`src/rtl/sensor_debounce.sv`:
```
// Input conditioner for the two parking-lot beam sensors.
// Each raw level passes through a two-flop synchronizer and a debounce
// FSM. The block emits clean levels, one-cycle edge strobes and a
// saturating count of rejected glitches.
//
// Handshake note: there is no valid/ready traffic here. Every output is
// a registered level or a single-cycle strobe, meaningful on every clock.

// One sensor channel: synchronizer plus debounce FSM.
module debounce_channel #(
  parameter int DEBOUNCE_CYCLES = 4,
  parameter int CNT_W           = 3
) (
  input  logic clk,
  input  logic reset,
  input  logic raw,
  output logic clean,
  output logic rise,
  output logic fall,
  output logic glitch
);

  localparam logic [0:0] ST_STABLE  = 1'b0;
  localparam logic [0:0] ST_PENDING = 1'b1;

  localparam logic [CNT_W-1:0] LAST_CNT = CNT_W'(DEBOUNCE_CYCLES - 1);
  localparam logic [CNT_W-1:0] ONE_CNT  = CNT_W'(1);

  logic             sync1;
  logic             sync2;
  logic [0:0]       state;
  logic [CNT_W-1:0] cnt;
  logic             differs;

  // The synchronized sample disagrees with the level currently published.
  assign differs = (sync2 != clean);

  // A pending change that falls back to the old level is a rejected glitch.
  // It is counted on the same edge the FSM returns to STABLE.
  assign glitch = (state == ST_PENDING) && !differs;

  // Two-flop synchronizer for the asynchronous raw level.
  always_ff @(posedge clk or negedge reset) begin
    if (!reset) begin
      sync1 <= 1'b0;
      sync2 <= 1'b0;
    end else begin
      sync1 <= raw;
      sync2 <= sync1;
    end
  end

  // Debounce FSM: the new level must persist DEBOUNCE_CYCLES samples.
  always_ff @(posedge clk or negedge reset) begin
    if (!reset) begin
      state <= ST_STABLE;
      cnt   <= '0;
      clean <= 1'b0;
      rise  <= 1'b0;
      fall  <= 1'b0;
    end else begin
      rise <= 1'b0;
      fall <= 1'b0;
      case (state)
        ST_STABLE: begin
          if (differs) begin
            state <= ST_PENDING;
            cnt   <= ONE_CNT;
          end
        end
        ST_PENDING: begin
          if (!differs) begin
            state <= ST_STABLE;
            cnt   <= '0;
          end else if (cnt == LAST_CNT) begin
            clean <= sync2;
            rise  <= sync2;
            fall  <= ~sync2;
            state <= ST_STABLE;
            cnt   <= '0;
          end else begin
            cnt <= cnt + ONE_CNT;
          end
        end
        default: begin
          state <= ST_STABLE;
          cnt   <= '0;
        end
      endcase
    end
  end

endmodule

// Top level: two independent channels sharing one glitch counter.
module sensor_debounce #(
  parameter int DEBOUNCE_CYCLES = 4
) (
  input  logic       clk,
  input  logic       reset,
  input  logic       a_raw,
  input  logic       b_raw,
  output logic       a_clean,
  output logic       b_clean,
  output logic       a_rise,
  output logic       a_fall,
  output logic       b_rise,
  output logic       b_fall,
  output logic [7:0] glitch_count
);

  localparam int CNT_W = $clog2(DEBOUNCE_CYCLES + 1);

  logic       a_glitch;
  logic       b_glitch;
  logic [1:0] rejects;
  logic [8:0] glitch_sum;

  debounce_channel #(
    .DEBOUNCE_CYCLES(DEBOUNCE_CYCLES),
    .CNT_W          (CNT_W)
  ) u_chan_a (
    .clk   (clk),
    .reset (reset),
    .raw   (a_raw),
    .clean (a_clean),
    .rise  (a_rise),
    .fall  (a_fall),
    .glitch(a_glitch)
  );

  debounce_channel #(
    .DEBOUNCE_CYCLES(DEBOUNCE_CYCLES),
    .CNT_W          (CNT_W)
  ) u_chan_b (
    .clk   (clk),
    .reset (reset),
    .raw   (b_raw),
    .clean (b_clean),
    .rise  (b_rise),
    .fall  (b_fall),
    .glitch(b_glitch)
  );

  // Both channels may reject in the same cycle, so the step is 0, 1 or 2.
  assign rejects    = {1'b0, a_glitch} + {1'b0, b_glitch};
  assign glitch_sum = {1'b0, glitch_count} + {7'b0, rejects};

  // Saturating glitch counter, cleared only by reset.
  always_ff @(posedge clk or negedge reset) begin
    if (!reset) begin
      glitch_count <= '0;
    end else if (glitch_sum[8]) begin
      glitch_count <= 8'hFF;
    end else begin
      glitch_count <= glitch_sum[7:0];
    end
  end

endmodule
```
`config.mk`:
```
export PLATFORM = sky130hd
export DESIGN_NAME = sensor_debounce
export DESIGN_NICKNAME = d
export VERILOG_FILES = /design/src/rtl/sensor_debounce.sv
export SDC_FILE = /design/constraint.sdc
export NUM_CORES = 1
export LEC_CHECK = 0
export CAP_MARGIN = 40
export CORE_ASPECT_RATIO = 1.25
export CORE_MARGIN = 2
export CORE_UTILIZATION = 55
export CTS_CLUSTER_SIZE = 28
export DETAILED_ROUTE_END_ITERATION = 7
export GPL_TIMING_DRIVEN = 0
export HOLD_SLACK_MARGIN = 0.03
export PLACE_DENSITY = 0.8
export SETUP_SLACK_MARGIN = 0.5
export SLEW_MARGIN = 20
export SYNTH_ARGS = -nofsm -noshare
export SYNTH_HDL_FRONTEND = slang
export SYNTH_SLANG_ARGS = --single-unit
```
`constraint.sdc`:
```
create_clock -name clk -period 3.2 [get_ports clk]
set_input_delay 0.64 -clock clk [delete_from_list [all_inputs] [get_ports clk]]
set_output_delay 0.64 -clock clk [all_outputs]
set_load 0.05 [all_outputs]
```
After elaboration in Yosys (flattened, before gate mapping)
Index checks and enable logic that the tools add are counted.
- register bits: 26
- latch bits: 0
- RAM bits: 0
- bits in read-only memories: 0
- word-level logic and storage cells: 64
- memories kept: 0
- add/sub/neg operators: 4
- multipliers: 0
- divide/modulo/power cells: 0
- order comparisons: 0
- equal/unequal tests: 6
- shift-type cells: 0
- muxes and demuxes: 29
- bitwise logic cells: 4
- reduce and logical (&&, ||, !) cells: 6
- operator list (operator ; count):
    $mux 1 ; 18
    $mux 3 ; 6
    $pmux 3 s2 ; 2
    $add 8x2->9 ; 1
    $mux 8 ; 1
    $add 3x1->3 const B ; 2
    $eq 3x2->1 const B ; 2
    $reduce_and 3->1 ; 2
    $ne 2x1->1 const B ; 2
    $not 1->1 ; 4
    $pmux 1 s2 ; 2
    $add 1x1->2 ; 1
    $logic_and 1x1->1 ; 2
    $logic_not 1->1 ; 2
    $ne 1x1->1 ; 2

Depth between registers and ports, before layout
- depth after elaboration: 6
- mapped depth: 8
- depth with buffers taken out: 8

By module
Synthesis repeated with hierarchy kept, for this count alone.
- cells, all modules: 89
- area total of the unflattened synthesis: 1106.1 µm²
- modules (own cells, without submodules) (module ; times used ; cells each ; area an instance (µm²)):
    debounce_channel ; 2 ; 27 ; 360.3
    sensor_debounce ; 1 ; 35 ; 385.4

Worst setup path after synthesis
OpenSTA, ideal clock, no wires.
- path kind: register to register
- start: register u_chan_a.clean
- end: register glitch_count[6]
- data arrival time: 2.308 ns
- required time: 3.075 ns
- setup slack: 0.767 ns
- stages on the path, launching flop included: 9
- path buffers: 0
- cell sequence: dfrtp_1 xnor2_2 nand2_1 fa_1 inv_1 ha_1 and3_4 nand3_2 mux2_4
- word-level cells in the longest chain between the ends: 6
- ends and longest elaborated chain (what ; RTL line ; text):
    from (decl) ; 17 ; output logic clean,
    from (signal assigned) ; 76 ; clean <= sync2;
    $ne 1x1->1 ; 36 ; assign differs = (sync2 != clean);
    $logic_not 1->1 ; 40 ; assign glitch = (state == ST_PENDING) && !differs;
    $logic_and 1x1->1 ; 40 ;
    $add 1x1->2 ; 146 ; assign rejects = {1'b0, a_glitch} + {1'b0, b_glitch};
    $add 8x2->9 ; 147 ; assign glitch_sum = {1'b0, glitch_count} + {7'b0, rejects};
    $mux 8 ; 153 ; end else if (glitch_sum[8]) begin
    to (signal assigned) ; 156 ; glitch_count <= glitch_sum[7:0];
    to (decl) ; 109 ; output logic [7:0] glitch_count
Every way passes these cells.
A chain may end at the register's enable or synchronous reset.

Worst setup path after layout
Same ends and word-level chain as after synthesis.

==> key figures <==
Run status
  – Outcome: finished, final reports clean

Routing
  – Drc violations: 0
  – Routed via count: between 700 and 800
  – Initial DRC Count: 5
  – Final WL: between 1.5 and 2 mm
  – DR WL/cell: 13.7 µm
  – Final ANT Viol Nets: 0
  – Drt pass-1 iters: 4
  – Vias/cell: between 5 and 6

Timing
  – Crit share post-route: between 70% and 80%
  – Final setup viols: 0
  – Max-slew headroom: around 67%
  – Slew Viols, Final: 0
  – Final Hold Viols: 0
  – Fmax: ~420 MHz
  – Worst-Margin Slew: 0.497 ns
  – Minimum clock period: around 2.4 ns
  – RSZ-0062 raised after global routing: no
  – Final Skew: 0.00222 ns
  – Sum Neg Setup Slack: 0 ns
  – Hold Slack: approximately 0.37 ns

Power and ir drop
  – Leak: between 0.6 and 0.7 nW
  – Worst VDD drop: 0.000839 V
  – Power Density: 1040 nW/µm²
  – Tot Pwr: ~0.0014 W

Critical path
  – WP data required: between 3 and 4 ns
  – Buf/Inv on CP: 1
  – Critical path, cell by cell: xnor2_2 > nand2_1 > fa_1 > inv_1 > ha_1 > and3_4 > nand3_2 > mux2_4
  – CP Data Arrival Time: between 2 and 3 ns
  – Startpoint Class: register
  – Cell family with most CP delay: adder cells
  – CP max FO: 6
  – Crit Path Class: reg2reg
  – Slowest cell on crit path: dfrtp_1
  – CP max stage delay: about 0.47 ns
  – CP endpoint kind: register

Synth
  – Seq cells post-synth: 26
  – Yosys warns: 0
  – Synth async-reset ratio: 100%
  – Average size of a mapped cell: roughly 12 µm²
  – Cell count after synthesis: just under 90
  – Synth cell count leaders: dfrtp_1 (26), nand2_1 (11), a21oi_1 (6)
  – Cell Area, Synth: around 1100 µm²
  – Synthesized Nets: 97
  – Synth area leader: dfrtp_1
  – Top_reg_cell synth: dfrtp_1
  – Most common cell in the netlist: dfrtp_1
  – Sequential share of the synthesized area: roughly three fifths
  – Netlist cell types: 28
  – Synth area leaders: dfrtp_1 (59%), nand2_1 (3.7%), ha_1 (3.4%)
  – Number of synthesized flops with an enable pin: 0
  – Top-area cell type share of the netlist area: 58.6%

Final layout
  – Share of cells above drive strength 1: 11.7%
  – Multi-input gate area: 442 µm²
  – Antenna diodes: 0
  – Layout Utilization: a little under three quarters
  – NumNets Final: between 100 and 150
  – Area grow syn2layout: 23.6%
  – Fill cells: between 100 and 150
  – Reg area: ~650 µm²

Clock network
  – Worst-Skew Late Latency: approximately 0.32 ns
  – Root buf cell: clkbuf_4
  – CTS sink cnt: 26
  – Hold-fix buffers, CTS: 0
  – CTS Buf Count: 3
  – CTS tree: yes
  – Post-CTS sizing: 0
  – H-tree Lvls: 1
  – Clk slew on worst S/H paths: approximately 0.13 ns
  – Clock Path Buffers: 2
  – Post-CTS setup buffer count: 0

Floorplan
  – IO Count: 18
  – Chip Width: roughly 44 µm
  – Die area: 2400 µm²
  – FP Rows: 18
  – Core ar.: between 1500 and 2000 µm²
  – Die Span Y: roughly 54 µm
  – Initial Util: between 50 and 60%

Global route
  – Initial antenna violation count: 0
  – Gr usage total: between 15 and 20%
  – Vias in the first global route: between 600 and 700
  – Gr ovfl total: 0
  – Pin count of the biggest net entering global routing: 18
  – First-pass GRT wire length: between 2 and 3 mm

Placed design
  – Dpl hpwl: around 1.4 mm
  – RD Place Congestion: around 0.74
  – Count of input and output buffers: 17

Flow run
  – Max-cap violation count: 0

Hold path
  – Hold crit path type: reg2reg
==> sequential cells by signal, indices dropped and copies added (netlist names) <==
name,flops
glitch_count,8
u_chan_a.clean,1
u_chan_a.cnt,3
u_chan_a.fall,1
u_chan_a.rise,1
u_chan_a.state,1
u_chan_a.sync1,1
u_chan_a.sync2,1
u_chan_b.clean,1
u_chan_b.cnt,3
u_chan_b.fall,1
u_chan_b.rise,1
u_chan_b.state,1
u_chan_b.sync1,1
u_chan_b.sync2,1
==> final timing paths <==
| kind | start | cells after the start | end | slack [ns] |
|---|---|---|---|---|
| max in group asynchronous | reset | 2 | glitch_count[3] | 2.10 |
| min in group asynchronous | reset | 1 | u_chan_b.clean | 0.63 |
| setup reg to reg | u_chan_a.clean | 8 | glitch_count[6] | 0.81 |
| hold reg to reg | u_chan_b.sync1 | 0 | u_chan_b.sync2 | 0.37 |
| setup / recovery | u_chan_a.clean | 8 | glitch_count[6] | 0.81 |
| hold / removal | u_chan_b.sync1 | 0 | u_chan_b.sync2 | 0.37 |
==> kinds of logic (layout without fill, tap and decap cells) <==
logic type,after synthesis,count (layout),share of synthesized area (%)
XOR/XNOR,3,3,3.72
adder cells (fa/ha/maj),4,4,5.18
AND/OR/NAND/NOR,32,32,17.8
multiplexers,6,6,6.08
buffers and inverters,5,27,1.69
AO/OA/AOI/OAI,13,13,6.98
flip-flops,26,26,58.6
==> cell type report <==
class,instances,share of cell area [%]
clock buffers,3,1.64
inverters,5,1.37
well taps,20,1.82
flip-flops and latches,26,47.4
multi-input cells,58,32.1
clock inverters,1,2.19
repair buffers,18,13.5
==> stage by stage <==
step	cells	setup slack (ns)	area, µm²
after floorplan	89	0.767	1110
after global placement	126	0.899	1310
after detailed placement	127	0.828	1320
after CTS	131	0.805	1370
after global routing	131	0.693	1370
final	131	0.814	1370
==> placed cells by master (no fill, tap or decap), types with 3 or more instances in the layout <==
master	synthesis	final
nor3b_1	4	4
clkbuf_4	0	3
a21oi_1	6	6
dfrtp_1	26	26
nand3b_1	3	3
inv_1	5	5
ha_1	3	3
nand2b_1	3	3
nand2_1	11	11
o21a_1	3	3
clkdlybuf4s50_1	0	17
mux2i_1	3	3
==> power by group <==
group	internal, W	switching [W]	total (W)
logic	0.000270	0.000388	0.000658
clock network	0.000127	0.0000927	0.000219
registers	0.000428	0.000124	0.000552
total	0.000825	0.000605	0.00143
==> routing by layer <==
metal  track usage (%)  part of all wire, %  routed length, µm  vias up
li1                  -                    -                  -      349
met5                 0                    0                  0        -
met3              3.63                  4.7                 84        5
met1              20.2                   41                730      369
met2              28.9                   52                929       19
met4              12.1                  2.6                 46        0
Note: power is estimated with default switching activity, not from simulation.
